### config.mk
export PLATFORM = sky130hd
export DESIGN_NAME = rst_gen
export DESIGN_NICKNAME = d
export VERILOG_FILES = /design/src/rtl/rst_pkg.sv /design/src/rtl/btn_debounce.sv /design/src/rtl/rst_gen.sv
export SDC_FILE = /design/constraint.sdc
export NUM_CORES = 1
export LEC_CHECK = 0
export CORE_UTILIZATION = 50
export CTS_BUF_LIST = sky130_fd_sc_hd__clkbuf_8
export CTS_CLUSTER_SIZE = 12
export DETAILED_ROUTE_END_ITERATION = 16
export PLACE_DENSITY_LB_ADDON = 0.08
export SYNTH_ARGS = -nofsm -noshare
export SYNTH_HDL_FRONTEND = slang
export SYNTH_SLANG_ARGS = --single-unit
export TNS_END_PERCENT = 100
### constraint.sdc
create_clock -name clk -period 4.2 [get_ports clk]
set_input_delay 0.42 -clock clk [delete_from_list [all_inputs] [get_ports clk]]
set_output_delay 0.42 -clock clk [all_outputs]
set_load 0.03 [all_outputs]
### src/rtl/rst_pkg.sv
// -----------------------------------------------------------------------------
// rst_pkg
// Shared types for the reset generator: FSM state encoding, reset-cause
// encodings reported on rst_cause, counter widths, and the cause priority
// helper used when several reset events arrive in the same cycle.
// -----------------------------------------------------------------------------
package rst_pkg;

  typedef enum logic {
    HOLD = 1'b0,
    RUN  = 1'b1
  } state_e;

  typedef enum logic [1:0] {
    CAUSE_POR = 2'd0,
    CAUSE_BTN = 2'd1,
    CAUSE_SW  = 2'd2,
    CAUSE_WDT = 2'd3
  } cause_e;

  localparam int HOLD_CNT_W = 16;
  localparam int DEB_CNT_W  = 16;
  localparam int WDT_CNT_W  = 24;

  // Priority BTN > SW > WDT; only called when at least one event is present.
  function automatic cause_e pick_cause(input logic btn, input logic sw);
    if (btn) begin
      return CAUSE_BTN;
    end else if (sw) begin
      return CAUSE_SW;
    end else begin
      return CAUSE_WDT;
    end
  endfunction

endpackage

### src/rtl/btn_debounce.sv
// -----------------------------------------------------------------------------
// btn_debounce
// Brings the asynchronous pushbutton into the clk domain with a 2-flop
// synchronizer and debounces it. The debounced level follows the synchronized
// input only after the input has differed from the level for DEBOUNCE_CYC
// consecutive cycles; any bounce back restarts the count.
//
// Ports
//   clk    in   system clock
//   rst_n  in   asynchronous active-low reset (already synchronized upstream)
//   btn_n  in   raw button, low = pressed, asynchronous to clk
//   level  out  debounced button level (1 = released)
//   press  out  one-cycle pulse on the debounced 1->0 transition
// -----------------------------------------------------------------------------
module btn_debounce
  import rst_pkg::*;
#(
  parameter int DEBOUNCE_CYC = 1000
) (
  input  logic clk,
  input  logic rst_n,
  input  logic btn_n,
  output logic level,
  output logic press
);

  localparam logic [DEB_CNT_W-1:0] DEB_LAST = DEB_CNT_W'(DEBOUNCE_CYC - 1);

  logic [1:0]           r_sync;
  logic                 r_level;
  logic                 r_press;
  logic [DEB_CNT_W-1:0] r_stab_cnt;
  logic                 w_btn_sync;

  assign w_btn_sync = r_sync[1];

  // Synchronizer, stability counter and debounced level/press registers.
  always_ff @(posedge clk or negedge rst_n) begin
    if (!rst_n) begin
      r_sync     <= 2'b11;
      r_level    <= 1'b1;
      r_press    <= 1'b0;
      r_stab_cnt <= '0;
    end else begin
      r_sync  <= {r_sync[0], btn_n};
      r_press <= 1'b0;
      if (w_btn_sync == r_level) begin
        // Input agrees with the level (or bounced back): nothing pending.
        r_stab_cnt <= '0;
      end else if (r_stab_cnt == DEB_LAST) begin
        // This is the DEBOUNCE_CYC-th consecutive differing cycle.
        r_level    <= w_btn_sync;
        r_press    <= ~w_btn_sync;
        r_stab_cnt <= '0;
      end else begin
        r_stab_cnt <= r_stab_cnt + DEB_CNT_W'(1);
      end
    end
  end

  assign level = r_level;
  assign press = r_press;

endmodule

### src/rtl/rst_gen.sv
// -----------------------------------------------------------------------------
// rst_gen
// Stretched reset generator. Collects reset events (debounced button press,
// software request, watchdog expiry), records the cause, and holds the
// downstream reset low for HOLD_CYC cycles per event. A held button keeps the
// reset asserted until HOLD_CYC cycles after its debounced release.
//
// rst_out_n is a registered copy of the FSM state, so it trails the FSM by one
// cycle: an event sampled at edge k moves the FSM to HOLD at edge k and pulls
// rst_out_n low at edge k+1; after power-on reset release rst_out_n rises
// HOLD_CYC+2 cycles after the first edge that samples rst_n high.
//
// Ports
//   clk         in   system clock, all outputs registered on its rising edge
//   rst_n       in   asynchronous active-low reset (internally synchronized)
//   btn_n       in   raw pushbutton, low = pressed
//   sw_rst_req  in   single-cycle software reset request
//   wdt_en      in   watchdog enable
//   wdt_kick    in   watchdog restart pulse
//   rst_out_n   out  stretched active-low reset
//   rst_cause   out  cause of last reset: 0 POR, 1 BTN, 2 SW, 3 WDT
//   wdt_cnt     out  current watchdog count (debug)
// -----------------------------------------------------------------------------
module rst_gen
  import rst_pkg::*;
#(
  parameter int HOLD_CYC     = 256,
  parameter int DEBOUNCE_CYC = 1000,
  parameter int WDT_CYC      = 65536
) (
  input  logic                 clk,
  input  logic                 rst_n,
  input  logic                 btn_n,
  input  logic                 sw_rst_req,
  input  logic                 wdt_en,
  input  logic                 wdt_kick,
  output logic                 rst_out_n,
  output logic [1:0]           rst_cause,
  output logic [WDT_CNT_W-1:0] wdt_cnt
);

  localparam logic [HOLD_CNT_W-1:0] HOLD_LAST = HOLD_CNT_W'(HOLD_CYC - 1);
  localparam logic [WDT_CNT_W-1:0]  WDT_LAST  = WDT_CNT_W'(WDT_CYC - 1);

  logic [1:0]            r_rst_sync;
  logic                  w_rst_int_n;
  state_e                r_state;
  logic [HOLD_CNT_W-1:0] r_hold_cnt;
  cause_e                r_cause;
  logic                  r_rst_out_n;
  logic [WDT_CNT_W-1:0]  r_wdt_cnt;
  logic                  w_btn_level;
  logic                  w_btn_press;
  logic                  w_btn_evt;
  logic                  w_sw_evt;
  logic                  w_wdt_exp;
  logic                  w_evt;

  // Reset synchronizer: asserts asynchronously, releases on the second edge.
  always_ff @(posedge clk or negedge rst_n) begin
    if (!rst_n) begin
      r_rst_sync <= 2'b00;
    end else begin
      r_rst_sync <= {r_rst_sync[0], 1'b1};
    end
  end

  assign w_rst_int_n = r_rst_sync[1];

  btn_debounce #(
    .DEBOUNCE_CYC(DEBOUNCE_CYC)
  ) u_btn_debounce (
    .clk  (clk),
    .rst_n(w_rst_int_n),
    .btn_n(btn_n),
    .level(w_btn_level),
    .press(w_btn_press)
  );

  // Events are only acted on in RUN; in HOLD they are ignored.
  assign w_btn_evt = (r_state == RUN) && w_btn_press;
  assign w_sw_evt  = (r_state == RUN) && sw_rst_req;
  // A kick in the expiry cycle wins, so no expiry when wdt_kick is high.
  assign w_wdt_exp = (r_state == RUN) && wdt_en && !wdt_kick && (r_wdt_cnt == WDT_LAST);
  assign w_evt     = w_btn_evt || w_sw_evt || w_wdt_exp;

  // Reset FSM with hold counter, cause register and registered rst_out_n.
  always_ff @(posedge clk or negedge w_rst_int_n) begin
    if (!w_rst_int_n) begin
      r_state     <= HOLD;
      r_hold_cnt  <= '0;
      r_cause     <= CAUSE_POR;
      r_rst_out_n <= 1'b0;
    end else begin
      r_rst_out_n <= (r_state == RUN);
      case (r_state)
        HOLD: begin
          if (!w_btn_level) begin
            // Button still held: keep restarting the hold period.
            r_hold_cnt <= '0;
          end else if (r_hold_cnt == HOLD_LAST) begin
            r_state    <= RUN;
            r_hold_cnt <= '0;
          end else begin
            r_hold_cnt <= r_hold_cnt + HOLD_CNT_W'(1);
          end
        end
        RUN: begin
          if (w_evt) begin
            r_state    <= HOLD;
            r_hold_cnt <= '0;
            r_cause    <= pick_cause(w_btn_evt, w_sw_evt);
          end else begin
            r_hold_cnt <= '0;
          end
        end
        default: begin
          r_state    <= HOLD;
          r_hold_cnt <= '0;
        end
      endcase
    end
  end

  // Watchdog counter; any event clears it since the next cycle is HOLD.
  always_ff @(posedge clk or negedge w_rst_int_n) begin
    if (!w_rst_int_n) begin
      r_wdt_cnt <= '0;
    end else if ((r_state != RUN) || !wdt_en || wdt_kick || w_evt) begin
      r_wdt_cnt <= '0;
    end else begin
      r_wdt_cnt <= r_wdt_cnt + WDT_CNT_W'(1);
    end
  end

  assign rst_out_n = r_rst_out_n;
  assign rst_cause = r_cause;
  assign wdt_cnt   = r_wdt_cnt;

endmodule
==> metrics.txt <==
# TYPE chip_impl_metric gauge
chip_impl_metric{name="fmaxAchievable",unit="MHz"} 454
chip_impl_metric{name="port-buffer-count",unit=""} 32
chip_impl_metric{name="min_period_over_period",unit="%"} 52.4
chip_impl_metric{name="finalSetupViolCount",unit=""} 0
chip_impl_metric{name="htree_num_levels",unit=""} 3
chip_impl_metric{name="largest_net_degree_at_the_start_of_global_routing",unit=""} 57
chip_impl_info{name="run_status",value="complete, no violations"} 1
chip_impl_metric{name="wl_per_cell",unit="um"} 14.1
chip_impl_metric{name="path_max_fanout",unit=""} 6
chip_impl_metric{name="drive_gt1_share",unit="%"} 7.52
chip_impl_metric{name="syn-mean-instance-area",unit="sq um"} 9.95
chip_impl_metric{name="synth_mux_area_share",unit="%"} 0.356
chip_impl_metric{name="area_overhead_of_the_layout_relative_to_synthesis",unit="%"} 18.6
chip_impl_metric{name="asyncSetResetFlopFracSynth",unit="%"} 100
chip_impl_metric{name="post-place-ws",unit="ps"} 1950
chip_impl_info{name="clk_root_buffer_cell",value="clkbuf_8"} 1
chip_impl_metric{name="synth-simple-area-share",unit="%"} 27.2
chip_impl_metric{name="die_y",unit="um"} 81.6
chip_impl_info{name="critical_path_class",value="flip-flop to flip-flop"} 1
chip_impl_metric{name="adder_cell_fraction_of_synth_area",unit="%"} 1.19
chip_impl_metric{name="cts_repair_resize_count",unit=""} 0
chip_impl_metric{name="dp.final_hpwl",unit="um"} 4120
chip_impl_metric{name="dieWidth",unit="um"} 81.6
chip_impl_metric{name="finalPower",unit="mW"} 1.22
chip_impl_metric{name="worst_slew_margin_rel",unit="%"} 54.2
chip_impl_metric{name="timing.final.hold_violations",unit=""} 0
chip_impl_metric{name="register_area",unit="sq um"} 1660
chip_impl_info{name="postSynth.topFlopCell",value="dfrtp_1"} 1
chip_impl_info{name="ys_top_cells_by_area",value="dfrtp_1 (50%), xnor2_1 (8.3%), nor2_1 (6.2%)"} 1
chip_impl_metric{name="synthXorXnorAreaFrac",unit="%"} 11.3
chip_impl_metric{name="drt_pass1_iterations",unit=""} 5
chip_impl_metric{name="clock-sinks",unit=""} 66
chip_impl_metric{name="synth_area",unit="sq um"} 3160
chip_impl_metric{name="synth_warnings",unit=""} 0
chip_impl_info{name="grt-busiest-layer",value="met1"} 1
chip_impl_metric{name="drcViolationCount",unit=""} 0
chip_impl_metric{name="post_drt_via_cell_ratio",unit=""} 5.63
chip_impl_metric{name="post_layout_nonfiller_instances",unit=""} 434
chip_impl_metric{name="synth_top_cell_area_share",unit="%"} 49.8
chip_impl_metric{name="grt_pass1_wl",unit="um"} 10700
chip_impl_metric{name="netlist-cell-type-count",unit=""} 41
chip_impl_info{name="worstSetupEndpointType",value="flip-flop"} 1
chip_impl_metric{name="detailroute.via_count",unit=""} 2442
chip_impl_metric{name="placed_instances",unit=""} 418
chip_impl_metric{name="overflow",unit=""} 0
chip_impl_metric{name="hold_buffers",unit=""} 0
chip_impl_metric{name="multiInputGateArea",unit="sq um"} 1440
chip_impl_metric{name="critical_path_arrival",unit="ps"} 2450
chip_impl_metric{name="synth_compound_area_share",unit="%"} 5.26
chip_impl_metric{name="synth-seq-area-share",unit="%"} 52.3
chip_impl_metric{name="finalSetupTns",unit="ps"} 0
chip_impl_metric{name="final_critical_path_setup_slack",unit="ps"} 2000
chip_impl_metric{name="max-clock-path-buffers",unit=""} 2
chip_impl_metric{name="worst_skew_late_latency",unit="ps"} 330
chip_impl_metric{name="postSynthRegisterBits",unit=""} 66
chip_impl_metric{name="number_of_antenna_violations_at_the_first_check_in_global_routing",unit=""} 0
chip_impl_metric{name="finish.net_count",unit=""} 363
chip_impl_metric{name="grt_use_met2",unit="%"} 30.8
chip_impl_metric{name="drt_iter0_drc",unit=""} 98
chip_impl_metric{name="fin_util",unit="%"} 62.3
chip_impl_info{name="dominant_combinational_cell_family_by_area_after_synthesis",value="simple AND/OR/NAND/NOR gates"} 1
chip_impl_info{name="startpoint_type",value="flip-flop"} 1
chip_impl_metric{name="cts.reportedPaths.clkPinSlew",unit="ps"} 70
chip_impl_metric{name="layout.filler_cells",unit=""} 532
chip_impl_metric{name="power.static_leakage",unit="nW"} 1.42
chip_impl_metric{name="core_region_area",unit="sq um"} 6030
chip_impl_info{name="synth_largest_area_cell",value="dfrtp_1"} 1
chip_impl_metric{name="die_area",unit="sq um"} 6650
chip_impl_metric{name="finalWeightedCongestion",unit=""} 0.812
chip_impl_metric{name="start_util",unit="%"} 52.5
chip_impl_metric{name="drt-total-wl",unit="um"} 6110
chip_impl_metric{name="clock-skew-final",unit="ps"} 5.53
chip_impl_info{name="tritoncts",value="built"} 1
chip_impl_metric{name="number_of_enable_flip_flop_cells_after_synthesis",unit=""} 0
chip_impl_metric{name="syn_nets",unit=""} 327
chip_impl_metric{name="postSynthCellCount",unit=""} 318
chip_impl_metric{name="worstPathRequired",unit="ps"} 4450
chip_impl_metric{name="core.rowCount",unit=""} 28
chip_impl_metric{name="report.final.slew_viol_count",unit=""} 0
chip_impl_metric{name="num_io_pins",unit=""} 33
chip_impl_metric{name="post-route-min-period",unit="ps"} 2200
chip_impl_metric{name="tightestPinTransition",unit="ps"} 688
chip_impl_metric{name="postRouteAntennaNets",unit=""} 0
chip_impl_metric{name="power.density",unit="nW/um^2"} 324
chip_impl_metric{name="global_route.usage.met1",unit="%"} 31.4
chip_impl_info{name="synth_common_cells",value="dfrtp_1 (63), nor2_1 (52), xnor2_1 (30), nand3_1 (21), nand2_1 (16)"} 1
chip_impl_info{name="synth_most_common_cell",value="dfrtp_1"} 1
chip_impl_metric{name="timing.max_cap.violations",unit=""} 0
chip_impl_metric{name="antenna-diode-count",unit=""} 0
chip_impl_metric{name="grt_usage",unit="%"} 21.3
chip_impl_info{name="timing.hold.worst.class",value="flip-flop to async pin"} 1
chip_impl_metric{name="first_global_vias",unit=""} 2223
chip_impl_metric{name="post-cts-setup-buffer-count",unit=""} 0
chip_impl_metric{name="ir_worst_vdd",unit="V"} 0.000261
chip_impl_metric{name="groute.layer.met3.usage",unit="%"} 4.00
chip_impl_info{name="rsz0062_at_grt",value="false"} 1
chip_impl_metric{name="cts_buffers",unit=""} 9
[flip-flops by register name (all words and copies together), names as in the netlist]
register                   flops
r_hold_cnt                    16
r_rst_sync                     2
r_state                        1
rst_cause                      2
rst_out_n                      1
u_btn_debounce.level           1
u_btn_debounce.press           1
u_btn_debounce.r_stab_cnt     16
u_btn_debounce.r_sync          2
wdt_cnt                       24
[final cells by class]
class	count	share of cell area [%]
clock buffer	11	4.03
tap	75	2.50
clock inverter	5	1.40
inverter	9	0.900
multi-input combinational	235	38.3
timing repair buffer	33	8.73
sequential	66	44.1
[layer usage]
layer,up-vias,share of wire (%),routed length [um]
li1,1205,-,-
met1,1171,52,3150
met2,58,43,2640
met3,8,3.9,236
met4,0,1.3,82
met5,-,0,0
[per-stage QoR]
step           hold slack (ps)  instance area, sq um
4_1_cts                    116                  3750
3_5_place_dp               108                  3550
6_report                   105                  3750
5_1_grt                    134                  3750
2_1_floorplan              124                  3160
3_3_place_gp               107                  3550
[cell usage in the layout (no fill, tap or decap), types with 4 or more instances in the layout]
cell	n
clkbuf_8	11
o21ai_0	5
or3_1	4
clkdlybuf4s50_1	32
xor2_1	11
a21oi_1	10
nor3_1	15
xnor2_1	30
nor4_1	13
and3_1	5
or4_1	9
dfrtp_1	62
nor2_1	52
nand3_1	21
inv_1	9
nand2_1	16
nand4_1	13
o31ai_1	4
[final timing paths]
path	cells after the start	slack [ps]	startpoint	end
min in group clk	0	350	r_rst_sync[0]	r_rst_sync[1]
max reg2reg	5	2000	wdt_cnt[0]	wdt_cnt[22]
min	0	110	r_rst_sync[1]	u_btn_debounce.r_stab_cnt[15]
max	5	2000	wdt_cnt[0]	wdt_cnt[22]
max in group asynchronous	1	3180	r_rst_sync[1]	rst_cause[1]
min reg2reg	0	110	r_rst_sync[1]	u_btn_debounce.r_stab_cnt[15]
[report_power, final]
part | internal [mW] | switching (mW)
sequential | 0.642 | 0.00516
clock | 0.303 | 0.236
combinational | 0.0108 | 0.0197
[critical path, stage by stage (launching register included)]
cell      delay (ps)
dfrtp_1          430
ha_1             260
nand4_1          250
or4_1            620
a2111o_1         410
a21oi_1          170
[kinds of logic after synthesis]
logic type	count (synthesis)
other cells	1
buf+inv	17
compound gates	26
xor+xnor	41
simple gates	163
mux	1
flops	66
fa+ha+maj	3
Power figures use the tool's default switching activity.
